### config.mk
export PLATFORM = sky130hd
export DESIGN_NAME = instruction_memory
export DESIGN_NICKNAME = d
export VERILOG_FILES = /design/src/rtl/instruction_memory.sv
export SDC_FILE = /design/constraint.sdc
export NUM_CORES = 1
export LEC_CHECK = 0
export CORE_AREA = 2 2 39 41
export DETAILED_ROUTE_END_ITERATION = 10
export DIE_AREA = 0 0 41 43
export GPL_ROUTABILITY_DRIVEN = 0
export MAX_ROUTING_LAYER = met4
export SLEW_MARGIN = 30
export SYNTH_ARGS = -nofsm -noshare
export SYNTH_HDL_FRONTEND = slang
export SYNTH_SLANG_ARGS = --single-unit
### constraint.sdc
create_clock -name vclk -period 3
set_input_delay 0.9 -clock vclk [all_inputs]
set_output_delay 0.9 -clock vclk [all_outputs]
set_load 0.02 [all_outputs]
### src/rtl/instruction_memory.sv
// Instruction memory: 2^ADDR_W words of DATA_W bits, read combinationally at busPc.
// A fixed boot program is restored on asynchronous reset.
// Optional feature macro IM_PROG_EN adds a clocked programming port.
// Without IM_PROG_EN the block is a pure ROM and clk/prog_* are ignored.
module instruction_memory #(
  parameter int unsigned ADDR_W = 8,
  parameter int unsigned DATA_W = 8
) (
  input  logic              clk,
  input  logic              rst_n,
  input  logic [ADDR_W-1:0] busPc,
  output logic [DATA_W-1:0] instruction,
  input  logic              prog_we,
  input  logic [ADDR_W-1:0] prog_addr,
  input  logic [DATA_W-1:0] prog_data
);

  localparam int unsigned DEPTH = 1 << ADDR_W;

  // Boot program contents; every word outside the first eight is a NOP.
  function automatic logic [DATA_W-1:0] boot_word(input logic [ADDR_W-1:0] addr);
    logic [DATA_W-1:0] w;
    w = '0;
    case (addr)
      ADDR_W'(0): w = DATA_W'(8'h10);
      ADDR_W'(1): w = DATA_W'(8'h21);
      ADDR_W'(2): w = DATA_W'(8'h32);
      ADDR_W'(3): w = DATA_W'(8'h43);
      ADDR_W'(4): w = DATA_W'(8'h54);
      ADDR_W'(5): w = DATA_W'(8'h65);
      ADDR_W'(6): w = DATA_W'(8'h76);
      ADDR_W'(7): w = DATA_W'(8'hF0);
      default:    w = '0;
    endcase
    return w;
  endfunction

`ifdef IM_PROG_EN

  logic [DATA_W-1:0] mem [DEPTH];

  // Writable storage: reset reloads the boot image, otherwise accept one write per edge.
  always_ff @(posedge clk or negedge rst_n) begin
    if (!rst_n) begin
      for (int i = 0; i < int'(DEPTH); i++) begin
        mem[i] <= boot_word(ADDR_W'(i));
      end
    end else if (prog_we) begin
      mem[prog_addr] <= prog_data;
    end
  end

  // Zero-latency fetch, forced to NOP while reset is held.
  always_comb begin
    instruction = '0;
    if (rst_n) begin
      instruction = mem[busPc];
    end
  end

`else

  // Programming port is present on the boundary but intentionally unused in ROM form.
  logic unused_prog;
  assign unused_prog = ^{clk, prog_we, prog_addr, prog_data};

  // Zero-latency ROM fetch, forced to NOP while reset is held.
  always_comb begin
    instruction = '0;
    if (rst_n) begin
      instruction = boot_word(busPc);
    end
  end

`endif

endmodule

==> results of run 1 <==
-- timing repair --
item / 4_1_cts / 5_1_grt
setup buffers: 0 / 1
hold endpoints to repair: 0 / 0
setup endpoints to repair: 7 / 4
resized for setup: 52 / 6
pin swaps: 3 / 2
hold buffers: 0 / 0
-- power by group through the flow --
stage                     clock, mW  sequential, mW  combinational [mW]
after floorplan                   0               0              0.0180
after global placement            0               0              0.0388
after detailed placement          0               0              0.0395
after CTS                         0               0              0.0377
after global routing              0               0              0.0435
final                             0               0              0.0394
-- logic make-up after synthesis --
| kind of cell | count (synthesis) | synth area share [%] |
|---|---|---|
| buffers and inverters | 5 | 12.4 |
| AND/OR/NAND/NOR | 12 | 32.5 |
| AO/OA/AOI/OAI | 2 | 14.4 |
| multiplexers | 2 | 8.25 |
| adder cells (fa/ha/maj) | 6 | 30.9 |
| other | 1 | 1.54 |
-- placed cells by master, fill, tap and decap left out --
cell and instances:
buf_2 6, mux2i_1 2, nor2_1 1, nor2b_1 1, dlymetal6s2s_1 2, inv_2 1, clkbuf_2 1, conb_1 1
nor4b_4 1, buf_4 11, nor3_1 4, clkdlybuf4s15_1 1, or4_4 1, nand2b_4 1, inv_1 1, ha_2 1
clkdlybuf4s50_1 1, dlygate4sd2_1 2, a211oi_2 1, ha_1 5, nand2b_1 2, a2111oi_4 1, nand2_1 1
-- critical path, stage by stage --
cell,delay (ns)
buf_2,0.10
or4_4,0.61
nor4b_4,0.23
buf_4,0.17
-- area by class of cell --
class | instances | area [um^2] | share of cell area [%]
Multi-Input combinational cell | 23 | 236 | 53.2
Timing Repair Buffer | 24 | 180 | 40.6
Tap cell | 16 | 20.0 | 4.51
Inverter | 2 | 7.51 | 1.69
-- path summary, 6_finish.rpt --
kind	to	start	slack, ns	depth (start not counted)
min	instruction[5]	busPc[3]	2.25	4
max	instruction[2]	busPc[5]	0.1	4
-- per-stage QoR --
stage | instances | power (mW) | util [%] | worst slack [ns] | setup TNS, ns
after floorplan | 28 | 0.0180 | - | 0.0128 | 0
after global placement | 64 | 0.0388 | 32.7 | -0.746 | -4.66
after detailed placement | 64 | 0.0395 | 32.7 | -0.748 | -4.66
after CTS | 64 | 0.0377 | 30.4 | 0.00257 | 0
after global routing | 65 | 0.0435 | 32.1 | 0.0288 | 0
final | 65 | 0.0394 | 32.1 | 0.0958 | 0
-- metal layers --
| layer | up-vias | global-route usage [%] |
|---|---|---|
| met4 | 0 | 0 |
| met1 | 117 | 9.49 |
| met5 | - | - |
| li1 | 135 | - |
| met2 | 12 | 8.75 |
| met3 | 0 | 0 |
==> impl_metrics.csv, run 1 <==
group,metric,value,unit
outcome,status,"finished, final reports clean",
placement,dp_hpwl,458,um
power_and_ir_drop,ir_worst_vdd,34.0,uV
synthesis,synth_top_cell_by_area,"ha_1",
setup_path,cp-start-kind,"primary input",
synthesis,yosysTopAreaCellShare,30.9,%
power_and_ir_drop,sw_frac_of_total,45.8,%
die,start_util,17.5,%
synthesis,synth_cells,28,
setup_path,required,2.10,ns
final_layout,antenna_cells,0,
setup_path,cp-end-kind,"output port",
grt,grt_max_degree,8,
power_and_ir_drop,clock_power_share,0,%
sta,rsz0062_at_grt,"false",
die,die_x,41,um
drt,drt_iter0_drc,3,
drt,dr_wl_met3,63,um
die,rows,14,
drt,drcViolationCount,0,
power_and_ir_drop,pwr_density_cell,88.7,nW/um^2
drt,antenna_left,0,
drt,wirelength,555,um
synthesis,synth_common_cells,"ha_1, nor3_1, nand2b_1, inv_1, mux2i_1",
power_and_ir_drop,switching_power,0.0181,mW
drt,drtPass1Iterations,2,
grt,grt_pass1_wl,772,um
grt,grt_pass1_vias,182,
die,io_pins,35,
worst_hold_path,hold_class,"primary input to output port",
synthesis,synthTopCellsByArea,"ha_1, a2111oi_4, mux2i_1",
synthesis,syn_area_per_cell,8.67,um^2
synthesis,yosysMostFrequentCell,"ha_1",
power_and_ir_drop,cellInternalPower,0.0213,mW
sta,fin_hold_ws,2.25,ns
grt,grt-ovfl-total,0,
synthesis,ys_warn_count,0,
final_layout,regArea,0,um^2
final_layout,num-clock-buffers,0,
job,drv_cap,0,
sta,hold_viol,0,
die,die_h,43,um
drt,wl_per_cell,8.54,um
drt,wl_met1,255,um
setup_path,worstSetupPathType,"primary input to output port",
final_layout,fill_cells,156,
drt,via_per_inst,4.06,
setup_path,arrival,2.00,ns
die,coreArea,1380,um^2
sta,period_needed,2.90,ns
grt,antenna_found_initial,0,
sta,fin_crit_sh,96.8,%
power_and_ir_drop,leakage,0.235,nW
power_and_ir_drop,seq_power_share,0,%
setup_path,cp_max_fo,7,
synthesis,synth_cell_types,16,
final_layout,syn2layout_area_growth,83.0,%
power_and_ir_drop,comb_power_share,100.0,%
grt,track_usage,5.94,%
sta,setup_viol,0,
final_layout,fin_area,444,um^2
synthesis,synth.yosys.seq_area_share,0,%
drt,num_vias,264,
placement,postPlaceCellArea,453,um^2
synthesis,syn-cell-area,243,um^2
final_layout,drive_above_1_share,51.0,%
sta,clock.fmax,344,MHz
sta,maxSlewViolCount,0,
synthesis,syn-num-nets,61,
drt,maxUsedRoutingLayer,"met3",
final_layout,seq_cell_count,0,
die,die-area,1760,um^2
final_layout,fin_nets,84,
drt,met2RoutedLength,236,um
placement,portBuffers,16,
Power figures use the tool's default switching activity.
==> inputs of run 2 (changes only) <==
- ABC_AREA: not set -> 1
- PLACE_DENSITY: not set -> 0.66
==> run 2 against run 1 <==
Power fell by 0.49%; sequential cell count did not move; global-route usage rose by 1.2 points; critical path type unchanged; largest cell class unchanged.
==> impl_metrics.csv, run 2 <==
group,metric,value,unit
job,drv_cap,0,
power_and_ir_drop,seq_power_share,0,%
sta,rsz0062_at_grt,"false",
sta,maxSlewViolCount,0,
placement,post-place-ws,-0.506,ns
sta,setup_viol,0,
synthesis,synthTopCellsByArea,"ha_1, inv_1, nor2_1",
sta,setup_tns,0,ns
final_layout,fin_nets,98,
final_layout,num-clock-buffers,0,
drt,wirelength,551,um
synthesis,syn-cell-area,259,um^2
sta,fin_ws,0.0653,ns
final_layout,syn2layout_area_growth,72.9,%
power_and_ir_drop,leakage,0.250,nW
final_layout,antenna_cells,0,
die,coreArea,1380,um^2
drt,drcViolationCount,0,
setup_path,worstSetupPathType,"primary input to output port",
worst_hold_path,hold_class,"primary input to output port",
power_and_ir_drop,ir_worst_vdd,28.8,uV
die,io_pins,35,
drt,antenna_left,0,
synthesis,synth_cell_types,14,
final_layout,final_cell_mix,"nor2_1, inv_1, nand2_1",
grt,grt_max_degree,9,
synthesis,synth_top_cell_by_area,"ha_1",
sta,fin_crit_sh,97.8,%
sta,period_needed,2.93,ns
setup_path,cp_max_fo,7,
drt,num_vias,291,
drt,wl_per_cell,6.97,um
final_layout,seq_cell_count,0,
power_and_ir_drop,sw_frac_of_total,45.6,%
setup_path,critPathLaunch,"busPc[6]",
synthesis,yosysTopAreaCellShare,29.0,%
placement,dp_hpwl,495,um
worst_hold_path,min_from,"rst_n",
grt,grt_pass1_wl,945,um
synthesis,synth.yosys.seq_area_share,0,%
die,die-area,1760,um^2
die,rows,14,
synthesis,yosysMostFrequentCell,"inv_1",
synthesis,syn-num-nets,77,
drt,drtPass1Iterations,2,
power_and_ir_drop,power,0.0392,mW
power_and_ir_drop,pwr_density_cell,87.5,nW/um^2
setup_path,required,2.10,ns
setup_path,arrival,2.03,ns
final_layout,regArea,0,um^2
grt,grt-ovfl-total,0,
die,die_x,41,um
power_and_ir_drop,clock_power_share,0,%
die,die_h,43,um
sta,hold_viol,0,
setup_path,cp-end-kind,"output port",
die,start_util,18.7,%
drt,via_per_inst,3.68,
synthesis,synth_cells,44,
placement,portBuffers,16,
power_and_ir_drop,cellInternalPower,0.0213,mW
synthesis,ys_warn_count,0,
synthesis,synth_common_cells,"inv_1, nor2_1, nand2_1, ha_1, nand3_1",
grt,track_usage,7.16,%
final_layout,fill_cells,163,
sta,clock.fmax,341,MHz
grt,antenna_found_initial,0,
final_layout,drive_above_1_share,25.4,%
setup_path,cp-start-kind,"primary input",
grt,grt_pass1_vias,255,
outcome,status,"finished, final reports clean",
power_and_ir_drop,comb_power_share,100.0,%
power_and_ir_drop,switching_power,0.0179,mW
sta,fin_hold_ws,2.29,ns
synthesis,syn_area_per_cell,5.89,um^2
drt,drt_iter0_drc,1,
==> run 2: cell count changes in the layout (fill, tap and decap cells not counted), sizes merged, moves of 3 or more <==
cell | before | now
nor3 | 4 | 0
inv | 2 | 9
clkdlybuf4s50 | 1 | 5
nand2b | 3 | 0
nand3 | 0 | 5
nand2 | 1 | 7
nor2 | 1 | 10
buf | 17 | 11
==> run 2: path summary, 6_finish.rpt <==
kind | endpoint | cells past startpoint
max | instruction[7] | 5
min | instruction[0] | 4
==> run 2: per-layer routing <==
metal / up-vias / GRT usage [%] / share of wire, %
met1: 115 / 8.54 / 43
met5: - / - / 0
met3: 0 / 0 / 9.1
met4: 0 / 0 / 0
met2: 11 / 13.4 / 48
li1: 165 / - / -
==> run 2: area by class of cell <==
| type | count | area [um^2] | share of cell area [%] |
|---|---|---|---|
| multi-input combinational | 32 | 201 | 45.0 |
| timing repair buffer | 22 | 193 | 43.0 |
| tap | 16 | 20.0 | 4.47 |
| inverter | 9 | 33.8 | 7.54 |
==> run 2: power by group through the flow <==
stage          sequential (mW)  combinational, mW  clock, mW
2_1_floorplan                0             0.0206          0
3_3_place_gp                 0             0.0397          0
3_5_place_dp                 0             0.0407          0
4_1_cts                      0             0.0399          0
5_1_grt                      0             0.0453          0
6_report                     0             0.0392          0
==> run 2: cell families (layout without fill, tap and decap cells) <==
kind of cell               count (synthesis)  in the layout  synth area share (%)
other                                      1              1                  1.45
adders and majority gates                  6              6                  29.0
and+or+nand+nor                           24             24                  45.4
buffers and inverters                     12             31                  22.2
AOI/OAI and AO/OA                          1              1                  1.93
==> run 2: repair_timing <==
item                                    CTS  global route
hold buffers                              0             0
buffers inserted                          0             0
endpoints found under the setup margin    7             2
pin swaps                                 0             0
gates resized for setup                  32             2
==> run 2: stage by stage <==
step | utilization, % | instance area (um^2) | cells
floorplan | - | 259 | 44
global placement | 33.3 | 460 | 79
detailed placement | 33.3 | 460 | 79
CTS | 32.1 | 444 | 79
global route | 32.4 | 448 | 79
finish | 32.4 | 448 | 79
==> run 2: critical path, stage by stage <==
cell and delay (ns):
clkdlybuf4s50_1 0.40, nor2_1 0.13, nand3b_2 0.16, nor2_1 0.13, clkdlybuf4s15_1 0.31
